`src/rtl/apb_pkg.sv`:
```
// Shared state encoding, protection bits and width helpers for the multi-completer APB requester.
package apb_pkg;

  typedef enum logic [1:0] {
    IDLE   = 2'd0,
    SETUP  = 2'd1,
    ACCESS = 2'd2,
    RESP   = 2'd3
  } apb_state_e;

  localparam logic [2:0] PROT_PRIV   = 3'b001;
  localparam logic [2:0] PROT_NONSEC = 3'b010;
  localparam logic [2:0] PROT_INSTR  = 3'b100;

  // Slave-index width; a single completer still needs one bit to carry the index.
  function automatic int idxWidth(input int numSlv);
    return (numSlv <= 1) ? 1 : $clog2(numSlv);
  endfunction

  function automatic int cntWidth(input int timeout);
    return (timeout < 1) ? 1 : $clog2(timeout + 1);
  endfunction

endpackage

```
`src/rtl/apb_master_nslv_if.sv`:
```
// Command/response port plus shared APB segment, seen from the requester (master) or its environment (slave).
interface apb_master_nslv_if #(
  parameter int ADDR_W  = 32,
  parameter int DATA_W  = 32,
  parameter int NUM_SLV = 4
);
  localparam int STRB_W = DATA_W / 8;

  logic                      cmd_valid;
  logic                      cmd_ready;
  logic                      cmd_write;
  logic [ADDR_W-1:0]         cmd_addr;
  logic [DATA_W-1:0]         cmd_wdata;
  logic [STRB_W-1:0]         cmd_strb;
  logic [2:0]                cmd_prot;

  logic                      rsp_valid;
  logic [DATA_W-1:0]         rsp_rdata;
  logic                      rsp_slverr;
  logic                      rsp_timeout;

  logic [NUM_SLV-1:0]        psel;
  logic                      penable;
  logic                      pwrite;
  logic [ADDR_W-1:0]         paddr;
  logic [DATA_W-1:0]         pwdata;
  logic [STRB_W-1:0]         pstrb;
  logic [2:0]                pprot;
  logic [NUM_SLV*DATA_W-1:0] prdata;
  logic [NUM_SLV-1:0]        pready;
  logic [NUM_SLV-1:0]        pslverr;

  modport master (
    input  cmd_valid, cmd_write, cmd_addr, cmd_wdata, cmd_strb, cmd_prot,
    output cmd_ready,
    output rsp_valid, rsp_rdata, rsp_slverr, rsp_timeout,
    output psel, penable, pwrite, paddr, pwdata, pstrb, pprot,
    input  prdata, pready, pslverr
  );

  modport slave (
    output cmd_valid, cmd_write, cmd_addr, cmd_wdata, cmd_strb, cmd_prot,
    input  cmd_ready,
    input  rsp_valid, rsp_rdata, rsp_slverr, rsp_timeout,
    input  psel, penable, pwrite, paddr, pwdata, pstrb, pprot,
    output prdata, pready, pslverr
  );

endinterface

```
`src/rtl/apb_addr_decode.sv`:
```
// Combinational slave-index decode: picks the index field out of the address and flags out-of-range indices.
module apb_addr_decode
  import apb_pkg::*;
#(
  parameter int ADDR_W  = 32,
  parameter int NUM_SLV = 4,
  parameter int SLV_LSB = 12,
  localparam int IDX_W  = idxWidth(NUM_SLV)
) (
  input  logic [ADDR_W-1:0] addr,
  output logic [IDX_W-1:0]  idx,
  output logic              hit
);

  logic unusedAddr;

  assign idx        = addr[SLV_LSB +: IDX_W];
  assign hit        = (int'(idx) < NUM_SLV);
  assign unusedAddr = ^addr;

endmodule

```
`src/rtl/apb_master_nslv.sv`:
```
// APB4 requester for NUM_SLV completers: one command in, one APB transfer out, one response back.
module apb_master_nslv
  import apb_pkg::*;
#(
  parameter int ADDR_W  = 32,
  parameter int DATA_W  = 32,
  parameter int NUM_SLV = 4,
  parameter int SLV_LSB = 12,
  parameter int TIMEOUT = 16
) (
  input  logic               clk,
  input  logic               rst,
  apb_master_nslv_if.master  bus
);

  localparam int STRB_W = DATA_W / 8;
  localparam int IDX_W  = idxWidth(NUM_SLV);
  localparam int CNT_W  = cntWidth(TIMEOUT);
  localparam int PAD_N  = 2 ** IDX_W;

  localparam logic [1:0] stIdle   = IDLE;
  localparam logic [1:0] stSetup  = SETUP;
  localparam logic [1:0] stAccess = ACCESS;
  localparam logic [1:0] stResp   = RESP;

  logic [1:0]        stateReg, stateNext;
  logic              readyReg;
  logic              writeReg;
  logic [ADDR_W-1:0] addrReg;
  logic [DATA_W-1:0] wdataReg;
  logic [STRB_W-1:0] strbReg;
  logic [2:0]        protReg;
  logic [IDX_W-1:0]  idxReg;
  logic [CNT_W-1:0]  waitReg;
  logic [DATA_W-1:0] rdataReg;
  logic              slverrReg;
  logic              timeoutReg;

  logic [IDX_W-1:0]   decIdx;
  logic               decHit;
  logic               accept;
  logic               busPhase;
  logic               selReady;
  logic               selErr;
  logic               waitExpired;
  logic [DATA_W-1:0]  selRdata;
  logic [NUM_SLV-1:0] pselVec;
  logic [DATA_W-1:0]  rdataPad [PAD_N];
  logic [PAD_N-1:0]   readyPad;
  logic [PAD_N-1:0]   errPad;

  apb_addr_decode #(
    .ADDR_W  (ADDR_W),
    .NUM_SLV (NUM_SLV),
    .SLV_LSB (SLV_LSB)
  ) uDecode (
    .addr (bus.cmd_addr),
    .idx  (decIdx),
    .hit  (decHit)
  );

  // Completer returns are padded to a power of two so the index mux never goes out of range.
  genvar gi;
  generate
    for (gi = 0; gi < PAD_N; gi++) begin : gSlv
      if (gi < NUM_SLV) begin : gReal
        assign rdataPad[gi] = bus.prdata[gi*DATA_W +: DATA_W];
        assign readyPad[gi] = bus.pready[gi];
        assign errPad[gi]   = bus.pslverr[gi];
        assign pselVec[gi]  = busPhase && (idxReg == IDX_W'(gi));
      end else begin : gPad
        assign rdataPad[gi] = '0;
        assign readyPad[gi] = 1'b0;
        assign errPad[gi]   = 1'b0;
      end
    end
  endgenerate

  assign accept      = bus.cmd_valid && readyReg;
  assign busPhase    = (stateReg == stSetup) || (stateReg == stAccess);
  assign selReady    = readyPad[idxReg];
  assign selErr      = errPad[idxReg];
  assign selRdata    = rdataPad[idxReg];
  assign waitExpired = (TIMEOUT != 0) && (waitReg == CNT_W'(TIMEOUT - 1));

  always_comb begin
    stateNext = stateReg;
    case (stateReg)
      stIdle:   if (accept) stateNext = decHit ? stSetup : stResp;
      stSetup:  stateNext = stAccess;
      stAccess: if (selReady || waitExpired) stateNext = stResp;
      default:  stateNext = stIdle;
    endcase
  end

  always_ff @(posedge clk or negedge rst) begin
    if (!rst) begin
      stateReg   <= stIdle;
      readyReg   <= 1'b0;
      writeReg   <= 1'b0;
      addrReg    <= '0;
      wdataReg   <= '0;
      strbReg    <= '0;
      protReg    <= '0;
      idxReg     <= '0;
      waitReg    <= '0;
      rdataReg   <= '0;
      slverrReg  <= 1'b0;
      timeoutReg <= 1'b0;
    end else begin
      stateReg <= stateNext;
      readyReg <= (stateNext == stIdle);
      if (accept) begin
        writeReg <= bus.cmd_write;
        addrReg  <= bus.cmd_addr;
        wdataReg <= bus.cmd_wdata;
        strbReg  <= bus.cmd_write ? bus.cmd_strb : '0;
        protReg  <= bus.cmd_prot;
        idxReg   <= decIdx;
        waitReg  <= '0;
        // A decode miss skips the bus entirely and answers from here.
        if (!decHit) begin
          rdataReg   <= '0;
          slverrReg  <= 1'b1;
          timeoutReg <= 1'b0;
        end
      end
      if (stateReg == stAccess) begin
        if (selReady) begin
          rdataReg   <= (!writeReg && !selErr) ? selRdata : '0;
          slverrReg  <= selErr;
          timeoutReg <= 1'b0;
        end else if (waitExpired) begin
          rdataReg   <= '0;
          slverrReg  <= 1'b1;
          timeoutReg <= 1'b1;
        end else begin
          waitReg <= waitReg + CNT_W'(1);
        end
      end
    end
  end

  assign bus.cmd_ready   = readyReg;
  assign bus.rsp_valid   = (stateReg == stResp);
  assign bus.rsp_rdata   = rdataReg;
  assign bus.rsp_slverr  = slverrReg;
  assign bus.rsp_timeout = timeoutReg;
  assign bus.psel        = pselVec;
  assign bus.penable     = (stateReg == stAccess);
  assign bus.pwrite      = writeReg;
  assign bus.paddr       = addrReg;
  assign bus.pwdata      = wdataReg;
  assign bus.pstrb       = strbReg;
  assign bus.pprot       = protReg;

endmodule

```
`src/flat_wrapper.sv`:
```
// flat-port wrapper written by rule: the top's interface ports become plain ports
module apb_master_nslv_flat import apb_pkg::*;
#(
  parameter int ADDR_W  = 32,
  parameter int DATA_W  = 32,
  parameter int NUM_SLV = 4,
  parameter int SLV_LSB = 12,
  parameter int TIMEOUT = 16
)
  (clk, rst, bus_cmd_valid, bus_cmd_write, bus_cmd_addr, bus_cmd_wdata, bus_cmd_strb, bus_cmd_prot, bus_cmd_ready, bus_rsp_valid, bus_rsp_rdata, bus_rsp_slverr, bus_rsp_timeout, bus_psel, bus_penable, bus_pwrite, bus_paddr, bus_pwdata, bus_pstrb, bus_pprot, bus_prdata, bus_pready, bus_pslverr);
  apb_master_nslv_if #(.ADDR_W(ADDR_W), .DATA_W(DATA_W), .NUM_SLV(NUM_SLV)) bus_i ();
  input  logic clk;
  input  logic rst;
  input wire logic [$bits(bus_i.cmd_valid)-1:0] bus_cmd_valid;
  input wire logic [$bits(bus_i.cmd_write)-1:0] bus_cmd_write;
  input wire logic [$bits(bus_i.cmd_addr)-1:0] bus_cmd_addr;
  input wire logic [$bits(bus_i.cmd_wdata)-1:0] bus_cmd_wdata;
  input wire logic [$bits(bus_i.cmd_strb)-1:0] bus_cmd_strb;
  input wire logic [$bits(bus_i.cmd_prot)-1:0] bus_cmd_prot;
  output wire logic [$bits(bus_i.cmd_ready)-1:0] bus_cmd_ready;
  output wire logic [$bits(bus_i.rsp_valid)-1:0] bus_rsp_valid;
  output wire logic [$bits(bus_i.rsp_rdata)-1:0] bus_rsp_rdata;
  output wire logic [$bits(bus_i.rsp_slverr)-1:0] bus_rsp_slverr;
  output wire logic [$bits(bus_i.rsp_timeout)-1:0] bus_rsp_timeout;
  output wire logic [$bits(bus_i.psel)-1:0] bus_psel;
  output wire logic [$bits(bus_i.penable)-1:0] bus_penable;
  output wire logic [$bits(bus_i.pwrite)-1:0] bus_pwrite;
  output wire logic [$bits(bus_i.paddr)-1:0] bus_paddr;
  output wire logic [$bits(bus_i.pwdata)-1:0] bus_pwdata;
  output wire logic [$bits(bus_i.pstrb)-1:0] bus_pstrb;
  output wire logic [$bits(bus_i.pprot)-1:0] bus_pprot;
  input wire logic [$bits(bus_i.prdata)-1:0] bus_prdata;
  input wire logic [$bits(bus_i.pready)-1:0] bus_pready;
  input wire logic [$bits(bus_i.pslverr)-1:0] bus_pslverr;
  assign bus_i.cmd_valid = bus_cmd_valid;
  assign bus_i.cmd_write = bus_cmd_write;
  assign bus_i.cmd_addr = bus_cmd_addr;
  assign bus_i.cmd_wdata = bus_cmd_wdata;
  assign bus_i.cmd_strb = bus_cmd_strb;
  assign bus_i.cmd_prot = bus_cmd_prot;
  assign bus_cmd_ready = bus_i.cmd_ready;
  assign bus_rsp_valid = bus_i.rsp_valid;
  assign bus_rsp_rdata = bus_i.rsp_rdata;
  assign bus_rsp_slverr = bus_i.rsp_slverr;
  assign bus_rsp_timeout = bus_i.rsp_timeout;
  assign bus_psel = bus_i.psel;
  assign bus_penable = bus_i.penable;
  assign bus_pwrite = bus_i.pwrite;
  assign bus_paddr = bus_i.paddr;
  assign bus_pwdata = bus_i.pwdata;
  assign bus_pstrb = bus_i.pstrb;
  assign bus_pprot = bus_i.pprot;
  assign bus_i.prdata = bus_prdata;
  assign bus_i.pready = bus_pready;
  assign bus_i.pslverr = bus_pslverr;
  apb_master_nslv #(.ADDR_W(ADDR_W), .DATA_W(DATA_W), .NUM_SLV(NUM_SLV), .SLV_LSB(SLV_LSB), .TIMEOUT(TIMEOUT)) u_core (.clk(clk), .rst(rst), .bus(bus_i));
endmodule
```
`config.mk`:
```
export PLATFORM = sky130hd
export DESIGN_NAME = apb_master_nslv_flat
export DESIGN_NICKNAME = d
export VERILOG_FILES = /design/src/rtl/apb_pkg.sv /design/src/rtl/apb_master_nslv_if.sv /design/src/rtl/apb_addr_decode.sv /design/src/rtl/apb_master_nslv.sv /design/src/flat_wrapper.sv
export SDC_FILE = /design/constraint.sdc
export NUM_CORES = 1
export LEC_CHECK = 0
export ABC_CLOCK_PERIOD_IN_PS = 2600
export BUFFER_PORTS_ARGS = -buffer_cell sky130_fd_sc_hd__buf_2
export CELL_PAD_IN_SITES_DETAIL_PLACEMENT = 0
export CELL_PAD_IN_SITES_GLOBAL_PLACEMENT = 1
export CORE_MARGIN = 2
export CORE_UTILIZATION = 36
export DETAILED_ROUTE_END_ITERATION = 12
export GPL_ROUTABILITY_DRIVEN = 1
export GPL_TIMING_DRIVEN = 0
export PLACE_DENSITY_LB_ADDON = 0.08
export SLEW_MARGIN = 10
export SYNTH_ARGS = -nofsm -noshare
export SYNTH_HDL_FRONTEND = slang
export SYNTH_SLANG_ARGS = --single-unit
```
`constraint.sdc`:
```
create_clock -name clk -period 2.6 [get_ports clk]
set_input_delay 0.13 -clock clk [delete_from_list [all_inputs] [get_ports clk]]
set_output_delay 0.13 -clock clk [all_outputs]
set_load 0.005 [all_outputs]
```
==> summary.md, run 1 <==
Prevailing post-synth register cell: dfrtp_1. Power per standard cell area: 1061 nW/µm². The worst hold path belongs to the class in -> reg. The number of global-route vias before repair came out at 4967.

Once the clock tree was built, the setup fixing pass inserted 0 buffers. Yosys printed 0 warnings. Worst-skew pair later-pin latency: 0.40 ns. Total power for the finished layout comes to 0.009373 W. The initial antenna violation count was 0. The logs give 0.316 for the sequential cell fraction of total power and 0 for the max capacitance violation total. The H-tree generated during clock tree synthesis spans 4 levels. Maximum fanout along the worst path: 10.

The tools report the wire length of the first global-routing pass as 25.09 mm. Entering global routing, the biggest net connects 73 pins. Data arrives at the worst endpoint at 2.12 ns.

The tools report the hold violation total from the final report as 0. The worst setup path is of the reg -> out kind. The critical path contains buffers and inverters numbering 4 combined. TritonCTS built the clock tree. In this run the core area contains 45 standard-cell rows. The logs give 0 for the remaining antenna violation count and 581 for the number of nets in the synthesized netlist. Startpoint of the most critical hold path: bus_cmd_write. The first routing iteration left 137 violations.

The run gives 0.59 ns as the worst-case register-to-register setup slack. Port buffering added 323 buffers. The overall die width is 128.4 µm, and the largest stage delay on the critical path is 0.52 ns. For the pin with the worst max-slew slack, the measured transition is 0.6161 ns.

For the initial cell density of the core, the log shows 0.3680. Die height: 128.4 µm. Cell with the largest stage delay on the worst path: buf_1. For the number of max-slew violations in the final report, the log shows 0.

The xor-xnor portion of the synthesized cell area is 0, and the total core area is 15150 µm². The post-synthesis mux area share is 0.2777, and the final critical-path required period is 2.249 ns. After synthesis, the cell types taking the most area are dfrtp_1 51%, mux2_2 14%, mux4_2 13%. 324 I/O pins were placed. The critical register-to-register path endpoint is u_core.bus.rsp_rdata[28].

The final weighted congestion of routability-driven global placement was 0.7599. The largest family of logic cells by synthesized area is multiplexers. The first detailed-routing pass ran for 4 iterations.

Capturing element type of the critical path: an output port. The share of the synthesized area in compound gates (AO/OA/AOI/OAI) works out to 0.1156. The library cell used most frequently in the layout, excluding fill and tap cells, is buf_2. The path with the worst hold slack has its endpoint at u_core.bus.pwrite. After routing, the total negative slack on setup checks comes to 0 ns. Setup repair after global routing left no endpoint under its margin. The clock drives 114 sinks. The tools report the clock group share of total power as 0.254. Leakage power: 4.385 nW.

The startpoint identified for the worst register-to-register timing path is u_core.bus.paddr[13]. The final layout contains routed wiring with a total length of 16.41 mm. For this run the aggregate overflow at the end of global routing stands at 0. The share of final-layout standard cells stronger than drive strength 1 is 0.6412. TritonCTS created 17 clock buffers. Static timing analysis puts the maximum clock frequency at 0.4446 GHz.

After technology mapping, the gate count stands at 366. The average cell area after synthesis is 15.23 µm², and the half-perimeter wire length after detailed placement is 12.44 mm. STA puts the critical path data required time at 2.47 ns.

The cell area after synthesis came out at 5574 µm². The number of remaining DRC errors was 0. The cell type with the highest occurrence count on the critical path was buf_2. The area fraction of the dominant cell type after synthesis was 0.5118.

Clock-pin slew was measured on the worst setup and hold paths at 0.05 ns. For the number of buffers on the longest clock path, the log shows 2. The fraction of registers with async set/reset was 1.000. The internal power of the cells totals 0.006344 W.

Counting instances, the worst hold path has a depth of 2. In this run, synthesis inferred 0 flip-flops with an integrated enable. Broken down by cell family, the worst path's largest delay share belongs to buffers and inverters.

The run gives 985 as the final standard cell count with taps included and fillers excluded. Simple-gate share of the synthesized area: 0.03322. The run gives 597.0 µV as the peak supply drop.

The total placed cells including tap cells was 878. The detail-routed via count per cell works out to 4.742. The library cell with the largest summed area after synthesis was dfrtp_1. The floorplan die area is 16500 µm². After the last flow step, the layout net total stands at 1000.

The part of the power in combinational logic was 0.430. The flow ran to the end, and the final reports show no timing, DRC or antenna violations. The run gives 0.004999 ns as the setup skew after layout. The worst register-to-register path has a depth of 6. The post-synthesis share of cell area spent on full adders, half adders and majority gates was 0.008979; the worst slew margin relative to its limit was 0.5893.

The count of antenna diodes in the layout is 0. The switching power total was 0.003029 W. The total vias in the final route is 4671.

The final worst-path cycle share was 0.8650; the area growth from synthesis to final layout was 58.47%. For the overall fraction of global-route tracks in use, the log shows 0.1982. The signal on the critical path passes through buf_6 > buf_2 > buf_1 > and3_1 > buf_2. The library cells used most frequently in the layout, excluding fill and tap cells, are 329 x buf_2, 114 x dfrtp_1, 76 x dlygate4sd3_1, 69 x mux2_2, 36 x inv_1.

The CTS root buffer was clkbuf_16. The number of register bits inferred by synthesis was 114. The synthesized netlist contains 35 unique library cells. The final count of negative-setup-slack endpoints is 0, and the sequential cell area fraction in the yosys report is 0.5118. In the final routed layout, each cell accounts on average for 16.66 µm.

STA classifies the critical path startpoint as a register. The switching share of power works out to 0.3231.
## per-layer routing
layer | GRT usage | part of all wire | up-vias
met2 | 0.3651 | 0.53 | 200
li1 | - | - | 2183
met3 | 0.05946 | 0.084 | 21
met4 | 0.07046 | 0.018 | 0
met5 | 0 | 0 | -
met1 | 0.2157 | 0.37 | 2267
## power groups by stage
stage | registers (W) | logic [W] | clock network, W
floorplan | 0.00302 | 0.00241 | 0
global placement | 0.00293 | 0.00397 | 0
detailed placement | 0.00298 | 0.00403 | 0
CTS | 0.00297 | 0.00414 | 0.00244
global route | 0.00306 | 0.00442 | 0.00253
finish | 0.00296 | 0.00403 | 0.00238
## synth_stat cells, types with 3 or more instances
master     instances
mux2_2            69
o2bb2ai_2         30
buf_2              7
dfrtp_1          114
nor3b_1            3
inv_1             36
mux4_2            33
o21ai_0            6
ha_1               4
nor2_1             4
buf_1              5
nand2_1           14
buf_6              7
buf_4              3
nand3_1            3
## cell families (layout without fill, tap and decap cells)
family,Yosys count,after routing
flip-flops,114,114
multiplexers,104,104
buffers and inverters,59,490
AO/OA/AOI/OAI,51,51
AND/OR/NAND/NOR,34,34
adder cells (fa/ha/maj),4,4
## worst max path at each step
stage	from	endpoint	cells after the start
3_5_place_dp	u_core.bus.paddr[13]	u_core.bus.rsp_rdata[30]	6
6_report	u_core.bus.paddr[13]	bus_psel[3]	5
5_1_grt	u_core.bus.paddr[13]	bus_psel[2]	5
2_1_floorplan	u_core.stateReg[0]	u_core.bus.rsp_rdata[10]	7
4_1_cts	u_core.bus.paddr[13]	bus_psel[2]	5
3_3_place_gp	rst	u_core.bus.pwdata[4]	1
## state kept, by name (all words and copies together), names as in the netlist
name and flops:
u_core.bus.paddr 31, u_core.bus.pwrite 1, u_core.bus.pwdata 32, u_core.bus.rsp_rdata 32, u_core.stateReg 2, u_core.bus.pprot 3, u_core.bus.pstrb 4, u_core.bus.rsp_timeout 1
u_core.waitReg 5, u_core.bus.rsp_slverr 1, u_core.bus.cmd_ready 1, u_core.idxReg 1
## area by class of cell
class | instances | area [µm²]
Fill cell | 1256 | 6312
Multi-Input combinational cell | 193 | 2427
Clock inverter | 9 | 128.9
Timing Repair Buffer | 400 | 2411
Buffer | 23 | 158.9
Inverter | 36 | 135.1
Clock buffer | 22 | 484.2
Sequential cell | 114 | 2853
Tap cell | 188 | 235.2
## per-stage QoR
step	utilization	worst slack, ns	area, µm²	hold WS, ns
after floorplan	-	0.8612	5574	-0.1656
after global placement	0.4903	0.03010	7426	0.3612
after detailed placement	0.4925	0.5391	7460	0.07911
after CTS	0.5832	0.2610	8833	0.005435
after global routing	0.5832	0.2041	8833	0.03343
final	0.5832	0.3509	8833	0.02195
## repair_timing
item                      CTS  global route
gates resized for setup     0             0
hold buffers               76             0
hold endpoints to repair  114             0
Power figures use the tool's default switching activity.
==> run 2: changes to the inputs <==
--- a/config.mk
+++ b/config.mk
@@ -5,12 +5,12 @@
 export SDC_FILE = /design/constraint.sdc
 export NUM_CORES = 1
 export LEC_CHECK = 0
-export ABC_CLOCK_PERIOD_IN_PS = 2600
+export ABC_CLOCK_PERIOD_IN_PS = 2300
 export BUFFER_PORTS_ARGS = -buffer_cell sky130_fd_sc_hd__buf_2
 export CELL_PAD_IN_SITES_DETAIL_PLACEMENT = 0
 export CELL_PAD_IN_SITES_GLOBAL_PLACEMENT = 1
 export CORE_MARGIN = 2
-export CORE_UTILIZATION = 36
+export CORE_UTILIZATION = 34
 export DETAILED_ROUTE_END_ITERATION = 12
 export GPL_ROUTABILITY_DRIVEN = 1
 export GPL_TIMING_DRIVEN = 0
==> constraint.sdc (replaced) <==
create_clock -name clk -period 2.3 [get_ports clk]
set_input_delay 0.115 -clock clk [delete_from_list [all_inputs] [get_ports clk]]
set_output_delay 0.115 -clock clk [all_outputs]
set_load 0.005 [all_outputs]
==> summary.md, run 2 (synthesis gave the netlist of run 1 again) <==
Setup repair after global routing left no endpoint under its margin. After layout, the minimum clock period comes to 2.026 ns. For the initial antenna violation count, the log shows 1 (+1).

The boundary pin count came out at 324 (unchanged). The cell sitting at the root of the clock tree is a clkbuf_16. Cell row count: 46 (+2.2%).

Number of global-route vias before repair: 5237 (+5.4%). The maximum number of pins on one net before global-route repair is 77 (+5.5%), and the power per standard cell area is 1190 nW/µm² (+12%). The overall fraction of global-route tracks in use was 0.2021 (+0.003956). The data arrival time of the critical path is 2.36 ns (+0.24 ns), and the area growth from synthesis to final layout is 58.63% (about the same). For the max capacitance violation total, the log shows 0 (unchanged).

The tools report the timing-limited maximum frequency as 0.4936 GHz. The run gives 0.01052 W (+12%) as the total design power. The count of input and output buffers is 323 (unchanged), and the violation count after the first detailed-route iteration is 151 (+10%).

The total vias in the final route came out at 4686 (+0.32%). The final worst-path cycle share is 0.8809, and the detail-routed net length per standard cell is 16.88 µm (+1.4%). The run finished with clean final reports. The leakage power was 4.365 nW (-0.46%). The run gives 27.57 mm (+9.9%) as the wire length of the first global-routing pass. The number of max-slew violations in the final report is 0 (unchanged).

The commonest non-fill, non-tap cell in the layout was buf_2. The share of final-layout standard cells stronger than drive strength 1 was 0.6424 (+0.001255); the overall die width was 132.0 µm (+2.8%). The die height is 132.0 µm (+2.8%), and the depth of the CTS H-tree is 4 (unchanged).

The required time of the worst setup path is 2.63 ns (+0.16 ns). TritonCTS built the clock tree. The logs give 17430 µm² (+5.7%) for the floorplan die area and 17.12 mm (+4.3%) for the aggregate routed wire length. The number of buffers on the longest clock path is 2 (unchanged), and the length of the first detailed-routing pass in iterations is 4 (unchanged). The peak supply drop was 752.3 µV (+26%); the half-perimeter wire length after detailed placement was 13.02 mm (+4.7%). The run gives 17 (unchanged) as the number of buffers created by CTS. The class of the most critical setup path was reg -> reg. The maximum fanout along the worst path was 10 (unchanged).

The logs give 114 (unchanged) for the clock sink count and 0.006144 ns (+0.001146 ns) for the setup skew after layout. STA classifies the critical path startpoint as a register. Total core area: 15940 µm² (+5.3%). For the global route total overflow, the log shows 0 (unchanged). The detail-routed via count per cell is 4.621 (-2.5%). For the hold violation total from the final report, the log shows 0 (unchanged). The worst hold slack was 0.01510 ns (-0.006851 ns).

Clock transition time at the flip-flop clock pins of the worst setup and hold paths: 0.05 ns (about the same). In the layout the commonest cells are 329 x buf_2, 114 x dfrtp_1, 76 x dlygate4sd3_1, 69 x mux2_2, 36 x inv_1. The remaining antenna violation count was 0 (unchanged); the worst-margin pin slew was 0.6174 ns (+0.001331 ns). For the final count of negative-setup-slack endpoints, the log shows 0 (unchanged). The initial cell density of the core was 0.3496 (-0.01840); the worst-skew pair later-pin latency was 0.41 ns (about the same).

The worst hold path belongs to the class in -> reg. STA classifies the critical path endpoint as a register. The number of nets in the layout is 999 (-0.10%), and the worst slew margin relative to its limit is 0.5884 (-0.0008870). The number of remaining DRC errors was 0 (unchanged); the final weighted congestion of routability-driven global placement was 0.8490 (+12%).
==> run 2: area by class of cell <==
type                       instances  area (µm²)
buffer                            22       155.1
tap                              216       270.3
inverter                          36       135.1
multi-input combinational        193        2427
antenna                            1       2.502
timing repair buffer             400        2411
clock buffer                      20       456.7
clock inverter                    12       131.4
sequential                       114        2853
fill                            1407        7101
==> run 2: worst paths after layout <==
check                                     from                       end  slack (ns)  cells past startpoint
max in group asynchronous                  rst     u_core.bus.pwdata[25]        1.40                      3
min reg2reg                u_core.bus.pstrb[1]       u_core.bus.pstrb[1]        0.49                      2
max                         u_core.stateReg[0]  u_core.bus.rsp_rdata[14]        0.27                      7
min in group asynchronous                  rst       u_core.bus.pprot[2]        0.18                      2
max reg2reg                 u_core.stateReg[0]  u_core.bus.rsp_rdata[14]        0.27                      7
min                              bus_cmd_write       u_core.bus.pstrb[0]        0.02                      3
==> run 2: timing repair <==
item                                    in CTS  in global routing
setup buffers                                0                  0
resized for setup                            0                  0
hold buffers                                76                  0
endpoints found under the setup margin       0                  2
endpoints found under the hold margin      110                  0
==> run 2: where the power goes <==
| group | internal (W) | switching, W | leakage (nW) |
|---|---|---|---|
| sequential | 0.00287 | 0.000476 | 1.41 |
| clock | 0.00165 | 0.000950 | 0.279 |
| combinational | 0.00249 | 0.00208 | 2.68 |
| total | 0.00701 | 0.00351 | 4.36 |
==> run 2: through the flow <==
step	worst slack, ns	area (µm²)	TNS [ns]	utilization	cells
after CTS	0.01354	8843	0	0.5547	1014
final	0.2739	8842	0	0.5546	1014
after global routing	0.1088	8840	0	0.5545	1013
after floorplan	0.5612	5574	0	-	366
after detailed placement	0.2578	7495	0	0.4701	906
after global placement	-0.3027	7461	-32.85	0.4680	905
==> run 2: worst max-delay path, stage by stage (launching register included) <==
cell and delay (ns):
dfrtp_1 0.39, inv_1 0.09, ha_1 0.36, nand2_1 0.19
a2111oi_4 0.36, o21bai_2 0.21, buf_6 0.20, o2bb2ai_2 0.15
==> run 2: metal layers <==
layer | part of all wire | track usage
met4 | 0.020 | 0.07065
met3 | 0.087 | 0.07228
met1 | 0.38 | 0.2220
met2 | 0.51 | 0.3608
met5 | 0 | 0
==> run 3: changes to the inputs <==
--- a/config.mk
+++ b/config.mk
@@ -14,7 +14,7 @@
 export DETAILED_ROUTE_END_ITERATION = 12
 export GPL_ROUTABILITY_DRIVEN = 1
 export GPL_TIMING_DRIVEN = 0
-export PLACE_DENSITY_LB_ADDON = 0.08
+export PLACE_DENSITY = 0.91
 export SLEW_MARGIN = 10
 export SYNTH_ARGS = -nofsm -noshare
 export SYNTH_HDL_FRONTEND = slang
==> summary.md, run 3 (synthesis gave the netlist of run 1 again) <==
The peak supply drop is 660.4 µV (-12%). The detail-routed via count per cell was 4.703 (+1.8%); the required time of the worst setup path was 2.59 ns (-0.04 ns). In this run the critical register-to-register path is launched from u_core.bus.paddr[13]. The flow ran to the end, and the final reports show no timing, DRC or antenna violations. The final count of negative-setup-slack endpoints was 0 (unchanged); the number of buffers created by CTS was 17 (unchanged). Global route total overflow: 0 (unchanged). For the sequential cell area in the final layout, the log shows 2853 µm² (unchanged).

The data arrival time of the critical path was 2.33 ns (-0.03 ns). The worst setup path is launched from a register. The maximum number of pins on one net before global-route repair was 76 (-1.3%); the overall die width was 132.0 µm (unchanged). The worst-case register-to-register setup slack was 0.26 ns (-0.02 ns). The overall fraction of global-route tracks in use is 0.2062 (+0.004022). Setup repair after global routing left no endpoint under its margin. The total placed cells including tap cells is 906 (unchanged). The final critical-path required period works out to 2.043 ns (+0.01729 ns).

The tools report the wire length of the first global-routing pass as 27.97 mm (+1.4%). The logs give 4 (unchanged) for the length of the first detailed-routing pass in iterations and 324 (unchanged) for the boundary pin count. The run gives 4 (unchanged) as the depth of the CTS H-tree. The cell type with the highest occurrence count on the critical path is buf_2.

In this run the most critical hold path is launched from bus_cmd_write. The post-layout instance area is 8807 µm² (-0.40%). Number of nets in the layout: 999 (unchanged).

The count of input and output buffers works out to 323 (unchanged). Final worst-path cycle share: 0.8884 (+0.007516). The signal on the critical path passes through buf_6 > buf_2 > buf_2 > mux4_2 > inv_1 > o2bb2ai_2. The maximum fanout along the worst path works out to 19 (+9). The layer flagged by global routing as most heavily used is met2. The tools report the violation count after the first detailed-route iteration as 101 (-33%). The placed instance area was 7495 µm² (unchanged); the buffers inserted during post-CTS setup optimization was 0 (unchanged).

The number of cells on the worst hold path was 2 (-1); the footprint of the multi-input gates was 2427 µm² (unchanged). The largest stage delay on the critical path was 0.47 ns (+0.08 ns); the timing-limited maximum frequency was 0.4894 GHz (-0.85%). CTS placed an instance of clkbuf_16 at the clock tree root. For the met1 track demand over resource in global routing, the log shows 0.2177 (-0.004290).

The global routing usage on met3 was 0.06651 (-0.005767); the worst-margin pin slew was 0.6422 ns (+0.02478 ns). The tools report the total vias in the final route as 4759 (+1.6%). Setup skew after layout: 0.01192 ns (+0.005771 ns).

The detail-routed net length per standard cell is 17.68 µm (+4.7%), and the worst hold slack is 0.01551 ns (+0.0004065 ns). The half-perimeter wire length after detailed placement was 13.02 mm (about the same); the power per standard cell area was 1191 nW/µm² (about the same). The layout filler cell count is 1345 (-4.4%), and the number of cells traversed by the worst register-to-register path is 6 (-1).

The aggregate routed wire length was 17.89 mm (+4.5%); the initial antenna violation count was 0 (-1). The logs give 0 (unchanged) for the number of max-slew violations in the final report and 0 (unchanged) for the remaining antenna violation count. The number of global-route vias before repair came out at 5429 (+3.7%).

The utilization of the core after routing is 0.5524 (-0.002198). The hold violation total from the final report came out at 0 (unchanged). The cell with the largest stage delay on the worst path was buf_2. In this run the worst hold path is classified as in -> reg. The commonest non-fill, non-tap cell in the layout is buf_2.

Relative to the synthesized area, the layout overhead comes to 58.00%. The floorplan die area came out at 17430 µm² (unchanged). Count of antenna diodes in the layout: 0 (-1). The cell row count was 46 (unchanged); the number of buffers on the longest clock path was 2 (unchanged). In this run the critical register-to-register path is captured at u_core.bus.rsp_rdata[23]. The worst-skew pair later-pin latency is 0.41 ns (about the same).

The final standard cell count with taps included and fillers excluded was 1012 (-0.20%); the met2 track demand over resource was 0.3718 (+0.01100). The total negative slack for setup checks is 0 ns (unchanged), and the clock transition time at the flip-flop clock pins of the worst setup and hold paths is 0.06 ns (about the same). For the initial cell density of the core, the log shows 0.3496 (unchanged). STA classifies the critical path endpoint as a register.

TritonCTS built the clock tree. The share of final-layout standard cells stronger than drive strength 1 was 0.6432 (+0.0008070). The die height came out at 132.0 µm (unchanged). The tools report the leakage power as 4.350 nW (-0.33%). For hold timing, the worst endpoint is u_core.bus.pwrite.

The class of the most critical setup path is reg -> reg. The run gives 0 (unchanged) as the number of remaining DRC errors. The max capacitance violation total came out at 0 (unchanged). The logs give 0.5718 (-0.01652) for the worst slew margin relative to its limit and 0.7735 (-8.9%) for the final weighted congestion of routability-driven global placement. The total core area is 15940 µm² (unchanged).

In the layout the commonest cells are 329 x buf_2, 114 x dfrtp_1, 76 x dlygate4sd3_1, 69 x mux2_2, 36 x inv_1. The clock sink count was 114 (unchanged).
-- run 3: cell types whose count changed in the layout (fill, tap and decap cells not counted), sizes merged --
cell    change
bufinv      -1
clkbuf      -3
diode       -1
inv         +3
-- run 3: repair_timing --
action / 4_1_cts / 5_1_grt
endpoints found under the setup margin: 3 / 0
hold endpoints to repair: 111 / 0
gates resized for setup: 0 / 0
hold buffers: 76 / 0
-- run 3: worst max path at each step --
| stage | from | to | cells past startpoint |
|---|---|---|---|
| final | u_core.bus.paddr[13] | u_core.bus.rsp_rdata[23] | 6 |
| after global routing | u_core.stateReg[0] | u_core.bus.rsp_rdata[5] | 7 |
| after CTS | u_core.idxReg[0] | bus_psel[2] | 4 |
| after detailed placement | u_core.bus.paddr[13] | u_core.bus.rsp_rdata[26] | 6 |
| after global placement | rst | u_core.bus.paddr[11] | 1 |
| after floorplan | u_core.stateReg[0] | u_core.bus.rsp_rdata[10] | 7 |
-- run 3: cell type report --
| class | count | share of cell area |
|---|---|---|
| sequential | 114 | 0.3239 |
| timing repair buffer | 400 | 0.2738 |
| tap | 216 | 0.03069 |
| clock inverter | 14 | 0.01477 |
| buffer | 22 | 0.01762 |
| inverter | 36 | 0.01534 |
| clock buffer | 17 | 0.04830 |
| multi-input combinational | 193 | 0.2756 |
-- run 3: power breakdown --
group	switching, W	internal [W]
Combinational	0.00213	0.00249
Sequential	0.000518	0.00287
Clock	0.000989	0.00149
-- run 3: stage by stage --
| step | setup WS [ns] | total power (W) |
|---|---|---|
| 3_3_place_gp | -0.3261 | 0.007811 |
| 6_report | 0.2566 | 0.01049 |
| 3_5_place_dp | 0.1268 | 0.007931 |
| 2_1_floorplan | 0.5612 | 0.006139 |
| 4_1_cts | 0.2140 | 0.01058 |
| 5_1_grt | 0.1075 | 0.01115 |
-- run 3: worst max-delay path, delay by kind of cell, from the launching register on --
kind            cells  cell delay (ns)
buf+inv             4             1.10
compound gates      1             0.05
flops               1             0.39
mux                 1             0.36
-- run 3: metal layers --
| metal | up-vias | wire [µm] |
|---|---|---|
| met5 | - | 0 |
| met4 | 0 | 612 |
| met3 | 43 | 1441 |
| met2 | 248 | 9231 |
| met1 | 2273 | 6608 |
| li1 | 2195 | - |
